## config.mk

```make
export PLATFORM = sky130hd
export DESIGN_NAME = nn_train_sequencer
export DESIGN_NICKNAME = d
export VERILOG_FILES = /design/src/rtl/nn_pkg.sv /design/src/rtl/nn_sample_buf.sv /design/src/rtl/nn_train_sequencer.sv
export SDC_FILE = /design/constraint.sdc
export NUM_CORES = 2
export LEC_CHECK = 0
export BUFFER_PORTS_ARGS = -buffer_cell sky130_fd_sc_hd__buf_4
export CORE_AREA = 4 4 489 491
export CTS_CLUSTER_DIAMETER = 100
export DETAILED_ROUTE_END_ITERATION = 8
export DIE_AREA = 0 0 493 495
export PLACE_DENSITY_LB_ADDON = 0.3
export SLEW_MARGIN = 10
export SYNTH_ARGS = -nofsm -noshare
export SYNTH_HDL_FRONTEND = slang
export SYNTH_SLANG_ARGS = --single-unit
```

## constraint.sdc

```tcl
create_clock -name clk -period 45.5 [get_ports clk]
set_input_delay 4.55 -clock clk [delete_from_list [all_inputs] [get_ports clk]]
set_output_delay 4.55 -clock clk [all_outputs]
set_load 0.02 [all_outputs]
```

## src/rtl/nn_pkg.sv

```systemverilog
// Shared types and width helpers for the NN training front-end.
package nn_pkg;

  typedef enum logic [1:0] {
    IDLE   = 2'd0,
    LOAD_W = 2'd1,
    RUN    = 2'd2,
    DONE   = 2'd3
  } state_t;

  // Default geometry of the training core
  localparam int DEF_SIG_W       = 23;
  localparam int DEF_EXP_W       = 8;
  localparam int DEF_N_IN        = 4;
  localparam int DEF_N_HID       = 3;
  localparam int DEF_EPOCH_MAX   = 25;
  localparam int DEF_DATASET_MAX = 100;

  // Index width that never collapses to zero bits for tiny ranges
  function automatic int clog2_min1(input int v);
    return (v < 2) ? 1 : $clog2(v);
  endfunction

  // Float word width: sign + exponent + significand
  function automatic int float_dw(input int sig_w, input int exp_w);
    return sig_w + exp_w + 1;
  endfunction

endpackage

```

## src/rtl/nn_sample_buf.sv

```systemverilog
// One sample slot: N_IN data words plus one target, filled word-by-word
// (staging) or copied whole from another slot (active).
module nn_sample_buf
  import nn_pkg::*;
#(
  parameter int DW   = 32,
  parameter int N_IN = 4
) (
  input  logic                    clk,
  input  logic                    rst,
  input  logic                    clr,
  input  logic                    wr_d,
  input  logic [DW-1:0]           word_d,
  input  logic                    wr_t,
  input  logic [DW-1:0]           word_t,
  input  logic                    ld,
  input  logic [N_IN-1:0][DW-1:0] ld_data,
  input  logic [DW-1:0]           ld_tgt,
  output logic [N_IN-1:0][DW-1:0] data,
  output logic [DW-1:0]           tgt,
  output logic                    full
);

  localparam int CW = clog2_min1(N_IN + 1);

  logic [CW-1:0] cnt;
  logic          has_tgt;
  logic          data_full;

  assign data_full = (cnt == CW'(N_IN));
  assign full      = data_full && has_tgt;

  // Slot contents: clear wins over whole-copy, which wins over word writes
  always_ff @(posedge clk or posedge rst) begin
    if (rst) begin
      data    <= '0;
      tgt     <= '0;
      cnt     <= '0;
      has_tgt <= 1'b0;
    end else if (clr) begin
      data    <= '0;
      tgt     <= '0;
      cnt     <= '0;
      has_tgt <= 1'b0;
    end else if (ld) begin
      data    <= ld_data;
      tgt     <= ld_tgt;
      cnt     <= CW'(N_IN);
      has_tgt <= 1'b1;
    end else begin
      for (int i = 0; i < N_IN; i++) begin
        if (wr_d && !data_full && (cnt == CW'(i))) data[i] <= word_d;
      end
      if (wr_d && !data_full) cnt <= cnt + CW'(1);
      // target is taken once; later target strobes for the same sample are ignored
      if (wr_t && !has_tgt) begin
        tgt     <= word_t;
        has_tgt <= 1'b1;
      end
    end
  end

endmodule

```

## src/rtl/nn_train_sequencer.sv

```systemverilog
// Front-end for the NN training core: weight load, double-buffered sample
// issue over valid/ready, weight write-back and dataset/epoch tracking.
module nn_train_sequencer
  import nn_pkg::*;
#(
  parameter  int SIG_W       = DEF_SIG_W,
  parameter  int EXP_W       = DEF_EXP_W,
  parameter  int N_IN        = DEF_N_IN,
  parameter  int N_HID       = DEF_N_HID,
  parameter  int EPOCH_MAX   = DEF_EPOCH_MAX,
  parameter  int DATASET_MAX = DEF_DATASET_MAX,
  localparam int DW          = float_dw(SIG_W, EXP_W),
  localparam int DIW         = clog2_min1(DATASET_MAX),
  localparam int EIW         = clog2_min1(EPOCH_MAX)
) (
  input  logic                      clk,
  input  logic                      rst,
  input  logic                      in_valid_w1,
  input  logic [DW-1:0]             weight1,
  input  logic                      in_valid_w2,
  input  logic [DW-1:0]             weight2,
  input  logic                      in_valid_d,
  input  logic [DW-1:0]             data_point,
  input  logic                      in_valid_t,
  input  logic [DW-1:0]             target,
  output logic                      smp_valid,
  input  logic                      smp_ready,
  output logic [N_IN*DW-1:0]        smp_data,
  output logic [DW-1:0]             smp_target,
  output logic [N_HID*N_IN*DW-1:0]  w1_flat,
  output logic [N_HID*DW-1:0]       w2_flat,
  input  logic                      upd_valid,
  input  logic [N_HID*N_IN*DW-1:0]  upd_w1,
  input  logic [N_HID*DW-1:0]       upd_w2,
  output logic [DIW-1:0]            data_idx,
  output logic [EIW-1:0]            epoch_idx,
  output logic                      train_done,
  output logic                      err
);

  localparam int W1_N = N_HID * N_IN;
  localparam int W2_N = N_HID;
  localparam int C1W  = clog2_min1(W1_N + 1);
  localparam int C2W  = clog2_min1(W2_N + 1);

  state_t state, state_nx;

  logic [C1W-1:0]           w1_cnt;
  logic [C2W-1:0]           w2_cnt;
  logic [W1_N-1:0][DW-1:0]  w1_q;
  logic [W2_N-1:0][DW-1:0]  w2_q;

  logic [N_IN-1:0][DW-1:0]  stg_data, act_data;
  logic [DW-1:0]            stg_tgt, act_tgt;
  logic                     stg_full, act_full;
  logic                     acc_q;

  logic w1_done, w2_done, w_open, w1_wr, w2_wr;
  logic ld_open, d_wr, t_wr, xfer, accept, outstanding, upd;
  logic last_smp, flush, err_set;

  // ---- weight load stream ----
  assign w1_done = (w1_cnt == C1W'(W1_N));
  assign w2_done = (w2_cnt == C2W'(W2_N));
  assign w_open  = (state == IDLE) || (state == LOAD_W);
  assign w1_wr   = in_valid_w1 && w_open && !w1_done;
  assign w2_wr   = in_valid_w2 && w_open && !w2_done;

  // ---- sample path ----
  assign ld_open     = (state == LOAD_W) || (state == RUN);
  assign d_wr        = in_valid_d && ld_open && !stg_full;
  assign t_wr        = in_valid_t && ld_open && !stg_full;
  // Uses the registered active-full flag, so a transfer that coincides with
  // the freeing update naturally slips one cycle.
  assign xfer        = (state == RUN) && stg_full && !act_full;
  assign accept      = smp_valid && smp_ready;
  assign outstanding = acc_q || accept;
  assign upd         = upd_valid && outstanding;
  assign last_smp    = (data_idx == DIW'(DATASET_MAX - 1)) &&
                       (epoch_idx == EIW'(EPOCH_MAX - 1));
  assign flush       = (state == DONE);

  assign err_set = (in_valid_w1 && !w1_wr) ||
                   (in_valid_w2 && !w2_wr) ||
                   (ld_open && stg_full && (in_valid_d || in_valid_t)) ||
                   (upd_valid && !outstanding) ||
                   (in_valid_d && (state == IDLE));

  nn_sample_buf #(.DW(DW), .N_IN(N_IN)) u_stg (
    .clk     (clk),
    .rst     (rst),
    .clr     (xfer || flush),
    .wr_d    (d_wr),
    .word_d  (data_point),
    .wr_t    (t_wr),
    .word_t  (target),
    .ld      (1'b0),
    .ld_data ('0),
    .ld_tgt  ('0),
    .data    (stg_data),
    .tgt     (stg_tgt),
    .full    (stg_full)
  );

  nn_sample_buf #(.DW(DW), .N_IN(N_IN)) u_act (
    .clk     (clk),
    .rst     (rst),
    .clr     (upd || flush),
    .wr_d    (1'b0),
    .word_d  ('0),
    .wr_t    (1'b0),
    .word_t  ('0),
    .ld      (xfer),
    .ld_data (stg_data),
    .ld_tgt  (stg_tgt),
    .data    (act_data),
    .tgt     (act_tgt),
    .full    (act_full)
  );

  assign smp_data   = act_data;
  assign smp_target = act_tgt;
  assign w1_flat    = w1_q;
  assign w2_flat    = w2_q;
  assign train_done = (state == DONE);

  // State register
  always_ff @(posedge clk or posedge rst) begin
    if (rst) state <= IDLE;
    else     state <= state_nx;
  end

  // Next-state: weight load, then the issue/update loop until the last sample
  always_comb begin
    state_nx = state;
    case (state)
      IDLE:    if (in_valid_w1 || in_valid_w2) state_nx = LOAD_W;
      LOAD_W:  if (w1_done && w2_done)         state_nx = RUN;
      RUN:     if (upd && last_smp)            state_nx = DONE;
      DONE:                                    state_nx = IDLE;
      default:                                 state_nx = IDLE;
    endcase
  end

  // Weight load counters; rearmed when a training run finishes
  always_ff @(posedge clk or posedge rst) begin
    if (rst) begin
      w1_cnt <= '0;
      w2_cnt <= '0;
    end else if (flush) begin
      w1_cnt <= '0;
      w2_cnt <= '0;
    end else begin
      if (w1_wr) w1_cnt <= w1_cnt + C1W'(1);
      if (w2_wr) w2_cnt <= w2_cnt + C2W'(1);
    end
  end

  // Weight arrays: streamed in word by word, or replaced whole by write-back
  always_ff @(posedge clk or posedge rst) begin
    if (rst) begin
      w1_q <= '0;
      w2_q <= '0;
    end else if (upd) begin
      w1_q <= upd_w1;
      w2_q <= upd_w2;
    end else begin
      for (int i = 0; i < W1_N; i++)
        if (w1_wr && (w1_cnt == C1W'(i))) w1_q[i] <= weight1;
      for (int i = 0; i < W2_N; i++)
        if (w2_wr && (w2_cnt == C2W'(i))) w2_q[i] <= weight2;
    end
  end

  // Handshake: valid from transfer to acceptance, then wait for write-back
  always_ff @(posedge clk or posedge rst) begin
    if (rst) begin
      smp_valid <= 1'b0;
      acc_q     <= 1'b0;
    end else if (flush) begin
      smp_valid <= 1'b0;
      acc_q     <= 1'b0;
    end else begin
      if (xfer)        smp_valid <= 1'b1;
      else if (accept) smp_valid <= 1'b0;
      if (upd)         acc_q <= 1'b0;
      else if (accept) acc_q <= 1'b1;
    end
  end

  // Dataset / epoch position, advanced by each accepted write-back
  always_ff @(posedge clk or posedge rst) begin
    if (rst) begin
      data_idx  <= '0;
      epoch_idx <= '0;
    end else if (flush) begin
      data_idx  <= '0;
      epoch_idx <= '0;
    end else if (upd) begin
      if (data_idx == DIW'(DATASET_MAX - 1)) begin
        data_idx  <= '0;
        epoch_idx <= (epoch_idx == EIW'(EPOCH_MAX - 1)) ? '0 : epoch_idx + EIW'(1);
      end else begin
        data_idx  <= data_idx + DIW'(1);
      end
    end
  end

  // Sticky protocol error
  always_ff @(posedge clk or posedge rst) begin
    if (rst)          err <= 1'b0;
    else if (err_set) err <= 1'b1;
  end

endmodule

```

; Yosys cells after proc, flatten, opt, wreduce, memory -nomap -nowiden
; Cells that the tools add are included.
[word_totals]
word_cells = 225
output_inout_bits = 655
inputBits = 616
ff_bits = 831
[op_classes]
addsub = 5
muxes = 57
n_reduce_logical = 98
eq_ne = 28
[ops]
columns = op, n
row1 = $mux 32, 23
row2 = $mux 128, 3
row3 = $mux 384, 1
row4 = $mux 96, 1
row5 = $reduce_bool 2->1, 26
row6 = $logic_and 1x1->1, 44
row7 = $mux 7, 3
row8 = $eq 4x4->1 const B, 5
row9 = $mux 5, 4
row10 = $eq 4x3->1 const B, 4
row11 = $mux 3, 4
row12 = $logic_or 1x1->1, 11
row13 = $mux 1, 10
row14 = $mux 2, 5
row15 = $logic_not 1->1, 9
row16 = $eq 2x2->1 const B, 4
row17 = $eq 4x2->1 const B, 2
row18 = $mux 4, 2
row19 = $pmux 2 s4, 1
row20 = $add 7x1->7 const B, 1
row21 = $eq 7x7->1 const B, 1
row22 = $eq 3x2->1 const B, 2
row23 = $eq 3x3->1 const B, 2
row24 = $ne 2x1->1 const B, 3
row25 = 14 further kinds, 17

; Depth between registers and ports, before layout
[depth]
depth_word = 10
ltp_mapped = 9
depth_no_buf = 6

; Cells and area by module
; From an unflattened synthesis, not the netlist that was laid out.
[unflattened]
cells_unflattened = 3843
area_unflattened_um2 = 40377.5
[modules_own_cells]
columns = module, n_inst, area_each_um2, seq_area_each_um2, cells_each
row1 = nn_train_sequencer, 1, 22995.8, 12587.1, 2319
row2 = nn_sample_buf, 2, 8690.8, 4103.9, 762

; Worst setup path after synthesis
; Ideal clock, no wire load.
[synth_path]
kind = in2reg
from = in upd_valid
to = reg epoch_idx[2]
t_arrival_ps = 5786
setup_ps = 78
n_path_buf = 3
t_required_ps = 45422
path_stages = 6
slack_ps = 39636
cell_sequence = buf_4 buf_4 buf_2 nand4_2 or4_1 a21oi_1
[synth_between]
elab_chain_cells = 3
[synth_lines]
columns = item, line_no
row1 = "start, declared", nn_train_sequencer.sv:32  ; input logic upd_valid,
row2 = $logic_and 1x1->1, nn_train_sequencer.sv:78  ; assign upd = upd_valid && outstanding;
row3 = $reduce_bool 2->1 (no line), -
row4 = $reduce_and 2->1 (no line), -
row5 = "end signal, assigned", nn_train_sequencer.sv:202  ; epoch_idx <= (epoch_idx == EIW'(EPOCH_MAX - 1)) ? '0 : epoch_idx + EIW'(1);
row6 = "end, declared", nn_train_sequencer.sv:36  ; output logic [EIW-1:0] epoch_idx,
; Every way passes these cells.
; A chain may end at the register's enable or synchronous reset.

; Final worst setup path
[layout_path]
from = in upd_valid
to = reg w1_q (netlist bit w1_flat[252])
[layout_between]
elab_chain_cells = 2
elab_cells_between_ends = 3
classes_between = mux: 1 / reduce/logical: 2
[layout_lines]
columns = item, line_no
row1 = $logic_and 1x1->1 (*), nn_train_sequencer.sv:78
row2 = $mux 384 / $reduce_bool 2->1 (equally long branches), -
row3 = "end signal, assigned", nn_train_sequencer.sv:165  ; w1_q <= upd_w1;
row4 = "end signal, assigned by index", nn_train_sequencer.sv:169  ; if (w1_wr && (w1_cnt == C1W'(i))) w1_q[i] <= weight1;
row5 = "end, declared", nn_train_sequencer.sv:50  ; logic [W1_N-1:0][DW-1:0] w1_q;
; Every way passes the cells marked *; elsewhere a longest branch is shown, timed or not.

==> impl_metrics.tcl <==
set metrics [dict create \
    wl_per_cell_um 29.9 \
    grt_overflow 0 \
    cts_buffer_depth 3 \
    ant_nets 0 \
    yosysSeqAreaShare_pct 60.2 \
    num_vias 32900 \
    drt_first_pass_iters 5 \
    insertion_delay_ns 0.75 \
    drt-initial-drc-count 2417 \
    worstPathMaxFanout 83 \
    finClkSkew_ns 0.0628 \
    vias_per_cell 4.29 \
    cts_resized 0 \
    synth_ff_type "dfrtp_1" \
    synth_cell_type_count 58 \
    synthesis.nets 3932 \
    drv_cap 0 \
    layout_commonest_cell "buf_4" \
    place.port_buffers 1270 \
    r2r_start "smp_valid" \
    syn_avg_cell_area_sq_um 10.5 \
    final_layout_size_suffix_gt1_share_pct 35.1 \
    crit_arrival_ns 9.66 \
    cts_root_buf "clkbuf_16" \
    cp-end-kind "register" \
    rows 178 \
    worstSetupStartpointType "input port" \
    drc 0 \
    holdBufCountCts 0 \
    grt_first_pass_wirelength_um 303000 \
    die_w_um 493 \
    tns_ns 0 \
    min_path_type "register to register" \
    grt_pass1_vias 32600 \
    wl_um 230000 \
    start_util_pct 14.7 \
    r2r_end "w1_flat[252]" \
    cts_tree "built" \
    finalHoldViolCount 0 \
    layout.nets 5059 \
    max_freq_mhz 111 \
    final_cell_mix "1335 x buf_4, 828 x dfrtp_1, 528 x nand2_1" \
    r2r_slack_ns 40.27 \
    grt_max_degree 131 \
    cts_sinks 828 \
    synth-seq-cells 828 \
    synthCells 3295 \
    tightest_slew_ns 1.34 \
    synth-edff-count 0 \
    die_area_sq_mm 0.244 \
    post-route-period-util_pct 19.8 \
    critPathMostFrequentCell "buf_4" \
    syn-cell-area_sq_mm 0.0344 \
    cpMaxStageDelayCell "buf_4" \
    reg2regPathDepth 9 \
    htree_levels 3 \
    place_hpwl_um 175000 \
    area_growth_pct 48.8 \
    crit_type "input port to register" \
    grt_use_total_pct 17.9 \
    ios 1271 \
    cts_inserted_buffers 106 \
    p_leak_nw 24.4 \
    place_area_sq_mm 0.0476 \
    async_reset_ff_share_pct 100 \
    rsz0062_at_grt "false" \
    critPathRequiredTime_ns 46.14 \
    powerDensity_mw_per_mm2 69.2 \
    finalCriticalPeriod_ns 9.03 \
    clkTransAtPathRegs_ns 0.06 \
    grt_antenna_before_repair 51 \
    holdPathEnd "w1_flat[195]" \
    ys_warn_count 0 \
    hold_start "w1_flat[195]" \
    cts_setup_buffers 0 \
    status "complete, no violations" \
    crit_path_max_incr_delay_ns 0.89 \
    core_region_area_sq_mm 0.235 \
    path_cells "buf_6 -> inv_2 -> nor2_4 -> buf_4 -> buf_4 -> buf_4 -> buf_4 -> buf_4 -> a21oi_1 -> o21ai_0" \
    whs_path_depth 2 \
    maxSlewViolCount 0 \
    maxSlewHeadroom_pct 9.88 \
    routabilityCongestion 0.940 \
    setup_viol 0 \
    vdd_ir_drop_max_mv 0.0466 \
    die_h_um 495 \
    final_cell_area_sq_mm 0.0513 \
]
[where the power goes]
part	total [W]	leakage (nW)	internal, W	switching (W)
sequential	0.00117	10.7	0.000997	0.000170
clock	0.000878	1.76	0.000513	0.000365
combinational	0.00150	11.9	0.000524	0.000978
total	0.00355	24.4	0.00203	0.00151
[critical path, delay by kind of cell]
family | cells | cell delay (ns)
AO/OA/AOI/OAI | 2 | 0.35
AND/OR/NAND/NOR | 1 | 0.22
buffers and inverters | 7 | 4.17
[worst max path at each step]
stage / start / to / slack, ns / depth (start not counted)
finish: upd_valid / w1_flat[252] / 36.47 / 10
global route: upd_valid / w1_flat[216] / 36.25 / 10
CTS: upd_valid / w1_flat[252] / 36.69 / 10
detailed placement: upd_valid / w1_flat[189] / 35.84 / 10
global placement: upd_valid / w1_flat[237] / 35.94 / 10
floorplan: rst / acc_q / 17.69 / 1
[synthesized netlist by cell type, types with 2 or more instances]
library cell,n,area (sq um)
dfrtp_1,828,20700
nand2_1,532,2000
a21oi_1,500,2500
clkbuf_1,206,773
o21ai_0,206,1030
and3_1,200,1250
a221o_1,192,1920
a22o_1,160,1400
buf_2,89,445
nor2_1,78,293
o21ai_1,57,285
nand3_1,46,230
a21boi_0,40,300
a21boi_1,24,180
ha_1,21,263
buf_1,17,63.8
inv_1,16,60.1
and2_1,8,50.1
a32oi_2,7,114
nor2b_1,6,37.5
buf_4,4,30.0
or3_1,4,25.0
xnor2_1,4,35.0
a31oi_1,3,18.8
and4_1,3,26.3
nand2b_1,3,18.8
nand4_1,3,18.8
a21oi_2,2,17.5
a22oi_1,2,15.0
nor2_4,2,22.5
nor3_1,2,10.0
o21a_1,2,15.0
o32ai_2,2,32.5
or4_1,2,15.0
[state kept, by name (all words and copies together) (netlist names)]
register	flops
err	1
data_idx	7
w2_flat	96
u_stg.has_tgt	1
state	2
u_act.tgt	32
u_act.has_tgt	1
u_act.data	128
w1_cnt	4
acc_q	1
epoch_idx	5
w1_flat	384
w2_cnt	2
u_stg.cnt	3
u_stg.tgt	32
smp_valid	1
u_stg.data	128
[metrics by stage]
stage               total power (W)  std cells  utilization, %  setup WS, ns  hold WS [ns]
detailed placement          0.00270       7464            20.3         35.84         0.472
global route                0.00372       7668            21.8         36.25         0.494
floorplan                   0.00186       3295               -         17.69         0.464
finish                      0.00355       7681            21.8         36.47         0.477
CTS                         0.00360       7659            21.8         36.69         0.480
global placement            0.00269       7464            20.3         35.94         0.466
[per-layer routing]
metal | vias up | global-route usage [%] | wire length, um
met5 | - | 0 | 156
met1 | 16800 | 21.2 | 89300
met3 | 373 | 5.30 | 18800
met2 | 1609 | 29.9 | 109000
li1 | 14100 | - | -
met4 | 28 | 8.24 | 12700
[cell families after synthesis]
family                     count (synthesis)  synth area share [%]
AOI/OAI and AO/OA                       1206                  23.0
xor gates and xnor gates                   5                 0.127
adders and majority gates                 21                 0.763
buffers and inverters                    335                  4.05
DFF                                      828                  60.2
muxes                                      2                0.0618
and+or+nand+nor                          898                  11.9
[final cells by class]
| type | count | area [sq um] |
|---|---|---|
| multi-input combinational | 2132 | 12800 |
| inverter | 17 | 71.3 |
| clock buffer | 156 | 3090 |
| tap | 3150 | 3940 |
| timing repair buffer | 1337 | 10100 |
| antenna | 22 | 55.1 |
| clock inverter | 39 | 520 |
| fill | 25900 | 183000 |
| sequential | 828 | 20700 |
Note: power is estimated with default switching activity, not from simulation.
